## src/rtl/r5fp_unpack_pkg.sv

```systemverilog
// Shared R5FP front-end definitions: status word layout and exponent range helpers.
package r5fp_unpack_pkg;

  localparam int unsigned StatusW     = 6;
  localparam int unsigned StatIsZero  = 0;
  localparam int unsigned StatIsInf   = 1;
  localparam int unsigned StatIsNan   = 2;
  localparam int unsigned StatInvalid = 3;
  localparam int unsigned StatSticky  = 4;
  localparam int unsigned StatSign    = 5;

  // Internal exponent of the largest denormal; also the rebias offset.
  function automatic int unsigned exp_denormal_max(input int unsigned exp_w);
    return 32'd1 << (exp_w - 32'd2);
  endfunction

  function automatic int unsigned exp_denormal_min(input int unsigned exp_w,
                                                   input int unsigned sig_w);
    return exp_denormal_max(exp_w) - (sig_w - 32'd1);
  endfunction

  function automatic int unsigned exp_normal_max(input int unsigned exp_w);
    return exp_denormal_max(exp_w) + (32'd1 << (exp_w - 32'd1)) - 32'd2;
  endfunction

endpackage

```

## src/rtl/r5fp_unpack_classify.sv

```systemverilog
// Combinational field split and classification of a packed IEEE-754 operand.
// Produces the final unpacked fields for every class except denormals.
module r5fp_unpack_classify
  import r5fp_unpack_pkg::*;
#(
  parameter int unsigned SigW = 23,
  parameter int unsigned ExpW = 9
) (
  input  logic [SigW+ExpW-1:0] a_i,
  output logic                 sign_o,
  output logic [SigW-1:0]      frac_o,
  output logic                 is_denorm_o,
  output logic [ExpW-1:0]      exp_o,
  output logic [SigW+1:0]      sig_o,
  output logic [StatusW-1:0]   status_o
);

  localparam int unsigned FieldW = ExpW - 1;
  localparam logic [ExpW-1:0] Bias = ExpW'(exp_denormal_max(ExpW));

  logic [FieldW-1:0] field_exp;
  logic              exp_zero;
  logic              exp_ones;
  logic              frac_zero;
  logic              is_zero;
  logic              is_inf;
  logic              is_nan;

  assign sign_o      = a_i[SigW+ExpW-1];
  assign field_exp   = a_i[SigW +: FieldW];
  assign frac_o      = a_i[SigW-1:0];
  assign exp_zero    = (field_exp == '0);
  assign exp_ones    = &field_exp;
  assign frac_zero   = (frac_o == '0);
  assign is_zero     = exp_zero & frac_zero;
  assign is_inf      = exp_ones & frac_zero;
  assign is_nan      = exp_ones & ~frac_zero;
  assign is_denorm_o = exp_zero & ~frac_zero;

  always_comb begin
    exp_o    = {1'b0, field_exp} + Bias;
    sig_o    = {2'b01, frac_o};
    status_o = '0;
    if (is_zero) begin
      exp_o = '0;
      sig_o = '0;
    end else if (is_inf) begin
      exp_o = '1;
      sig_o = '0;
    end else if (is_nan) begin
      exp_o = '1;
    end
    status_o[StatIsZero]  = is_zero;
    status_o[StatIsInf]   = is_inf;
    status_o[StatIsNan]   = is_nan;
    // Quiet bit clear marks a signaling NaN.
    status_o[StatInvalid] = is_nan & ~frac_o[SigW-1];
    status_o[StatSticky]  = 1'b0;
    status_o[StatSign]    = sign_o;
  end

endmodule

```

## src/rtl/r5fp_unpack.sv

```systemverilog
// Sequential IEEE-754 unpacker: classifies on accept, normalizes denormals one bit
// per cycle, and presents the result through a single-entry valid/ready register.
module r5fp_unpack
  import r5fp_unpack_pkg::*;
#(
  parameter  int unsigned SIG_W   = 23,
  parameter  int unsigned EXP_W   = 9,
  localparam int unsigned I_SIG_W = SIG_W + 2
) (
  input  logic                   clk,
  input  logic                   rst,
  input  logic                   in_valid,
  output logic                   in_ready,
  input  logic [SIG_W+EXP_W-1:0] a,
  output logic                   out_valid,
  input  logic                   out_ready,
  output logic                   aSign,
  output logic [EXP_W-1:0]       aExp,
  output logic [I_SIG_W-1:0]     aSig,
  output logic [StatusW-1:0]     aStatus
);

  localparam logic [EXP_W-1:0] ExpDenormMax = EXP_W'(exp_denormal_max(EXP_W));
  localparam logic [EXP_W-1:0] ExpDenormMin = EXP_W'(exp_denormal_min(EXP_W, SIG_W));

  typedef enum logic [0:0] {StIdle, StNorm} state_e;

  state_e               state_q, state_d;
  logic [SIG_W-1:0]     work_frac_q, work_frac_d;
  logic [EXP_W-1:0]     work_exp_q, work_exp_d;
  logic                 work_sign_q, work_sign_d;
  logic                 out_valid_q, out_valid_d;
  logic                 a_sign_q, a_sign_d;
  logic [EXP_W-1:0]     a_exp_q, a_exp_d;
  logic [I_SIG_W-1:0]   a_sig_q, a_sig_d;
  logic [StatusW-1:0]   a_status_q, a_status_d;

  logic                 cls_sign;
  logic [SIG_W-1:0]     cls_frac;
  logic                 cls_denorm;
  logic [EXP_W-1:0]     cls_exp;
  logic [I_SIG_W-1:0]   cls_sig;
  logic [StatusW-1:0]   cls_status;
  logic                 slot_free;

  r5fp_unpack_classify #(
    .SigW(SIG_W),
    .ExpW(EXP_W)
  ) u_classify (
    .a_i        (a),
    .sign_o     (cls_sign),
    .frac_o     (cls_frac),
    .is_denorm_o(cls_denorm),
    .exp_o      (cls_exp),
    .sig_o      (cls_sig),
    .status_o   (cls_status)
  );

  assign slot_free = ~out_valid_q | out_ready;

  always_comb begin
    state_d     = state_q;
    work_frac_d = work_frac_q;
    work_exp_d  = work_exp_q;
    work_sign_d = work_sign_q;
    out_valid_d = out_valid_q & ~out_ready;
    a_sign_d    = a_sign_q;
    a_exp_d     = a_exp_q;
    a_sig_d     = a_sig_q;
    a_status_d  = a_status_q;
    in_ready    = 1'b0;
    unique case (state_q)
      StIdle: begin
        in_ready = slot_free;
        if (in_valid && slot_free) begin
          if (cls_denorm) begin
            work_frac_d = cls_frac;
            work_exp_d  = ExpDenormMax;
            work_sign_d = cls_sign;
            state_d     = StNorm;
          end else begin
            out_valid_d = 1'b1;
            a_sign_d    = cls_sign;
            a_exp_d     = cls_exp;
            a_sig_d     = cls_sig;
            a_status_d  = cls_status;
          end
        end
      end
      StNorm: begin
        if (!work_frac_q[SIG_W-1]) begin
          work_frac_d = work_frac_q << 1;
          work_exp_d  = work_exp_q - EXP_W'(1);
        end else if (slot_free) begin
          // The leading one becomes the implicit bit; the rest shifts up one place.
          out_valid_d          = 1'b1;
          a_sign_d             = work_sign_q;
          a_exp_d              = work_exp_q;
          a_sig_d              = {2'b01, work_frac_q[SIG_W-2:0], 1'b0};
          a_status_d           = '0;
          a_status_d[StatSign] = work_sign_q;
          state_d              = StIdle;
        end
      end
      default: state_d = StIdle;
    endcase
  end

  always_ff @(posedge clk) begin
    if (rst) begin
      state_q     <= StIdle;
      work_frac_q <= '0;
      work_exp_q  <= '0;
      work_sign_q <= 1'b0;
      out_valid_q <= 1'b0;
      a_sign_q    <= 1'b0;
      a_exp_q     <= '0;
      a_sig_q     <= '0;
      a_status_q  <= '0;
    end else begin
      state_q     <= state_d;
      work_frac_q <= work_frac_d;
      work_exp_q  <= work_exp_d;
      work_sign_q <= work_sign_d;
      out_valid_q <= out_valid_d;
      a_sign_q    <= a_sign_d;
      a_exp_q     <= a_exp_d;
      a_sig_q     <= a_sig_d;
      a_status_q  <= a_status_d;
    end
  end

  assign out_valid = out_valid_q;
  assign aSign     = a_sign_q;
  assign aExp      = a_exp_q;
  assign aSig      = a_sig_q;
  assign aStatus   = a_status_q;

  // A nonzero fraction reaches its leading one before the exponent leaves the denormal range.
  norm_exp_in_range: assert property (@(posedge clk) disable iff (rst)
    (state_q == StNorm && work_frac_q[SIG_W-1]) |-> (work_exp_q >= ExpDenormMin));

endmodule
```

## config.mk

```make
export PLATFORM = sky130hd
export DESIGN_NAME = r5fp_unpack
export DESIGN_NICKNAME = d
export VERILOG_FILES = /design/src/rtl/r5fp_unpack_pkg.sv /design/src/rtl/r5fp_unpack_classify.sv /design/src/rtl/r5fp_unpack.sv
export SDC_FILE = /design/constraint.sdc
export NUM_CORES = 1
export LEC_CHECK = 0
export CAP_MARGIN = 10
export CORE_UTILIZATION = 25
export DETAILED_ROUTE_END_ITERATION = 8
export PLACE_DENSITY = 0.45
export SLEW_MARGIN = 25
export SYNTH_ARGS = -nofsm -noshare
export SYNTH_HDL_FRONTEND = slang
export SYNTH_SLANG_ARGS = --single-unit
```

## constraint.sdc

```tcl
create_clock -name clk -period 2.59 [get_ports clk]
set_clock_uncertainty 0.15 [all_clocks]
set_input_delay 0.518 -clock clk [delete_from_list [all_inputs] [get_ports clk]]
set_output_delay 0.518 -clock clk [all_outputs]
set_load 0.01 [all_outputs]
```

### Yosys cells after proc, flatten, opt, wreduce, memory -nomap -nowiden

Index checks and enable logic that the tools add are counted.

* $add $sub $neg: 2
* equal/unequal tests: 6
* muxes and demuxes: 44
* bitwise gates (word level): 12
* reductions and logical operators: 8

Operator list (number)
* $mux 25: 5
* $mux 9: 10
* $mux 23: 3
* $pmux 25 s2: 1
* $pmux 23 s2: 1
* $pmux 9 s2: 2
* $mux 24: 1
* $mux 6: 4
* $logic_not 23->1: 1
* $mux 1: 13
* $pmux 6 s2: 1
* $add 8x8->9 const B: 1
* $sub 9x1->9 const B: 1
* $logic_not 8->1: 1
* $ne 2x2->1 const B: 4
* $reduce_and 8->1: 1
* $and 1x1->1: 6
* $pmux 1 s2: 3
* $reduce_and 3->1: 2
* $not 1->1: 5
* $ne 2x1->1 const B: 2
* $reduce_and 4->1: 1
* $reduce_and 2->1: 1
* $logic_and 1x1->1: 1
* $or 1x1->1: 1

* register bits: 76
* bits of input ports: 36

### Logic depth before layout (Yosys ltp)

* depth in word-level cells: 9
* depth in mapped cells: 7

### Hierarchy

A second synthesis with hierarchy kept.

* cell total of the unflattened synthesis: 459
* area total of the unflattened synthesis: 3963.8 sq um

By module, submodules not included
* r5fp_unpack: times used 1, cells an instance 372, area an instance 3378.2 sq um, seq. area each 1521.5 sq um
* r5fp_unpack_classify: times used 1, cells an instance 87, area an instance 585.6 sq um, seq. area each 0.0 sq um

### Least setup slack after synthesis

Ideal clock, no wire load.

* path kind: input to register
* from: input port a[25]
* to: register work_frac_q[15]
* arrival: 2.091 ns
* data required time: 2.312 ns
* path slack: 0.221 ns
* stages: 6
* path buffers: 1
* cell sequence: or4_4 > nor4_4 > o22ai_2 > buf_2 > a222oi_1 > nor2_1

* word-level cells in the longest chain between the ends: 4

RTL lines
* start: declaration: line r5fp_unpack.sv:14 `input logic [SIG_W+EXP_W-1:0] a,`
* $logic_not 8->1: line r5fp_unpack_classify.sv:32 `assign exp_zero = (field_exp == '0);`
* $and 1x1->1: line r5fp_unpack_classify.sv:38 `assign is_denorm_o = exp_zero & ~frac_zero;`
* $ne 2x2->1 (no source line)
* $reduce_and 3->1 (no source line)
* end signal: assignment: line r5fp_unpack.sv:122 `work_frac_q <= work_frac_d;`
* end: declaration: line r5fp_unpack.sv:29 `logic [SIG_W-1:0] work_frac_q, work_frac_d;`

Every way passes these cells.
A chain may end at the register's enable or synchronous reset.

### Worst setup path after layout

* from: input port a[9]
* to: register a_sig_q[23] (netlist: aSig[23])

* word-level cells in the longest chain between the ends: 7
* elaborated cells on any way between the ends: 12
* those cells by class: eq/ne (1); mux (5); bitwise (4); reduce/logical (2)

RTL lines
* $logic_not 23->1 *: line r5fp_unpack_classify.sv:34 `assign frac_zero = (frac_o == '0);`
* $and 1x1->1: line r5fp_unpack_classify.sv:36 `assign is_inf = exp_ones & frac_zero;`
* $mux 24: line r5fp_unpack_classify.sv:47 `end else if (is_inf) begin`
* $mux 25: line r5fp_unpack_classify.sv:44 `if (is_zero) begin`
* $mux 25: line r5fp_unpack.sv:76 `if (cls_denorm) begin`
* $mux 25: line r5fp_unpack.sv:75 `if (in_valid && slot_free) begin`
* $pmux 25 s2: line r5fp_unpack.sv:72 `unique case (state_q)`
* end signal: assignment: line r5fp_unpack.sv:128 `a_sig_q <= a_sig_d;`
* end: declaration: line r5fp_unpack.sv:35 `logic [I_SIG_W-1:0] a_sig_q, a_sig_d;`

Mark *: on every way between the ends. The rest lies on a longest branch, timed or not. The select of a mux whose other input is x is not followed.

==> results.cfg <==
[outcome]
status = finished clean

[clock_network]
clock-root-buffer = clkbuf_16
insertion_delay_ps = 330
path_clk_slew_ps = 60
numCtsBuffers = 9
cts_buffer_depth = 2
htree_levels = 3
cts_tree = built
clkSinkCount = 73

[logic_synthesis]
syn_avg_cell_area_sq_um = 9.330
synth_edf_count = 0
ys.warnings.count = 0
yosysSeqAreaShare = 0.4527
synth_simple_gate_area_frac = 0.1395
synthXorXnorAreaFrac = 0.01085
async_flop_share = 0
synth-main-ff-cell = dfxtp_1
synth_top_family_by_area = compound AO/OA/AOI/OAI gates
syn_area_sq_mm = 0.003228
synth_fa_ha_area_frac = 0.003876
ys_ff_latch = 73
synthCells = 346
muxShareOfSynthArea = 0.06860
synth-compound-area-share = 0.2705
synth_cell_type_count = 48

[worst_hold_path]
min_to = work_sign_q$_SDFFE_PP0P_
min_from = work_sign_q$_SDFFE_PP0P_
hold_path_depth = 2
hold_path_class = reg -> reg

[sta]
fin_crit_sh = 0.9747
setup_viol = 0
fmax_mhz = 396.1
hold_ws_ps = 309.3
period_minus_slack_ps = 2524
worstMarginPinSlew_ps = 645.3
finalMaxSlewViolations = 0
hold_violations = 0
finalSetupTns_ps = 0
slew_headroom = 0.5698

[detailed_routing]
drt_iter0_drc = 189
drt_wl_total_um = 10280
via_count = 3119
vias_per_cell = 4.769
route.detailed.drc = 0
ant_nets = 0
drt_pass1_iterations = 6
wl_per_cell_um = 15.72

[pwr]
power.leakage_nw = 1.854
power_switching_w = 0.0006446
powerDensity_mw_per_mm2 = 552.3
p_sw_frac = 0.2347
ir_worst_vdd_uv = 232.2
p_total_w = 0.002747
pwr-share-comb = 0.127
pwr-share-clk = 0.442
seq_power_share = 0.431
internal_power_w = 0.002102

[final_layout]
utilization = 0.3941
seqCellArea_sq_mm = 0.001463
final_cell_area_sq_mm = 0.004974
layout.nets = 515
layout_commonest_cell = clkdlybuf4s50_1
multi_input_area_sq_mm = 0.001642
mostFrequentLayoutCells = clkdlybuf4s50_1, dfxtp_1, buf_4
fillCellCount = 1285
layout-drive-gt1-share = 0.2075
antenna_cells = 0
area_growth_pct = 54.07

[global_routing]
grt-busiest-layer = met2
grt_pass1_wl_um = 16620
grt_pass1_vias = 3159
grt_max_degree = 31
grt_usage = 0.1633
use_met3 = 0.03870
use_met1 = 0.2201
use_met2 = 0.2663
antenna_found_initial = 0
grt-ovfl-total = 0

[floorplan]
dieArea_sq_mm = 0.01337
ios = 79
fp.dieH_um = 115.6
core_area_sq_mm = 0.01262
rows = 41
initial_utilization = 0.2558
dieWidth_um = 115.6

[placement]
placed_cell_area_sq_mm = 0.004584
place_hpwl_um = 7289
place.gp.congestion = 0.7474
port_buffers = 76

[critical_path]
crit_path_max_fanout = 6
reg2reg_depth = 7
crit_type = in -> reg
end_kind = register
reg2reg_to = work_exp_q[8]$_SDFFE_PP0P_
crit_required_ps = 2660
reg2reg_setup_slack_ps = 310
r2r_start = work_exp_q[0]$_SDFFE_PP0P_
cp-start-kind = input pin
arrival_ps = 2600

[job]
cap_violations = 0
## cells in the mapped netlist, drive strengths merged (2+ instances only)
master,instances,share of area
clkbuf,17,0.020
nor3,8,0.012
nor4,6,0.016
a21o,2,0.0046
a211oi,11,0.027
nand2,23,0.027
nand3,7,0.011
a222oi,12,0.037
nand4,3,0.0058
and2,2,0.0039
nor2,30,0.035
a311oi,2,0.0054
nand2b,3,0.0058
dfxtp,73,0.45
a31oi,3,0.0058
o2bb2ai,23,0.062
a221oi,8,0.022
a21bo,2,0.0062
and4,2,0.0054
a21oi,22,0.038
or4,2,0.0070
buf,10,0.019
mux2i,21,0.065
o211ai,2,0.0062
a21boi,9,0.021
inv,12,0.014
nor2b,2,0.0039
xnor2,3,0.0081
o21ai,14,0.022
## per-stage QoR
step,worst slack (ps),cells
after floorplan,221.5,347
after global placement,-459.4,634
after detailed placement,-464.6,634
after CTS,26.33,651
after global routing,-5.072,654
final,65.59,654
## cell type report
class,count,share of cell area
clock buffer,10,0.04604
clock inverter,5,0.01157
inverter,12,0.009057
multi-input combinational,236,0.3301
sequential,73,0.2941
tap,172,0.04327
timing repair buffer,146,0.2659
## kinds of logic (layout without fill, tap and decap cells)
logic type / count (synthesis) / after routing
fa+ha+maj: 1 / 1
xor+xnor: 4 / 4
buf+inv: 39 / 173
compound gates: 115 / 116
mux: 22 / 22
flops: 73 / 73
other cells: 1 / 2
simple gates: 91 / 91
## layer usage
metal	wire length (um)	share of wire	up-vias
met4	100	0.0097	0
met5	0	0	-
met2	4590	0.45	93
met1	5077	0.49	1451
li1	-	-	1567
met3	509	0.050	8
## registers in the layout (all words and copies together) (netlist names)
signal	count
aSig	24
aExp	9
aStatus	5
out_valid	1
work_exp_q	9
work_sign_q	1
state_q	1
work_frac_q	23
## repair_timing
item,4_1_cts,5_1_grt
resized for setup,1,7
setup endpoints to repair,36,35
buffers inserted,1,3
pin swaps,2,1
hold buffers,0,0
gates cloned,1,0
## worst max-delay path by stage
stage / startpoint / end / slack, ps / cells past startpoint
2_1_floorplan: a[25] / work_frac_q[15]$_SDFFE_PP0P_ / 220 / 6
3_3_place_gp: a[25] / aStatus[2]$_SDFFE_PP0P_ / -460 / 6
3_5_place_dp: a[28] / aStatus[2]$_SDFFE_PP0P_ / -460 / 6
4_1_cts: a[28] / aStatus[2]$_SDFFE_PP0P_ / 30 / 6
5_1_grt: a[25] / aExp[8]$_SDFFE_PP0P_ / -5 / 7
6_report: a[9] / aSig[23]$_SDFFE_PP0P_ / 70 / 8
## worst max-delay path, stage by stage
cell and delay (ps):
clkdlybuf4s50_1 500, nor4_1 350, buf_4 200, and2_1 160, nand2_1 100, o31ai_2 340, buf_4 210, a21bo_2 220
## power groups by stage
stage,Clock (W),Combinational (W),Sequential [W]
6_report,0.00122,0.000348,0.00118
5_1_grt,0.00129,0.000377,0.00119
4_1_cts,0.00125,0.000342,0.00118
3_5_place_dp,0,0.000334,0.00121
3_3_place_gp,0,0.000334,0.00121
2_1_floorplan,0,0.000103,0.00122
No activity file was read; power rests on OpenSTA's default activity.
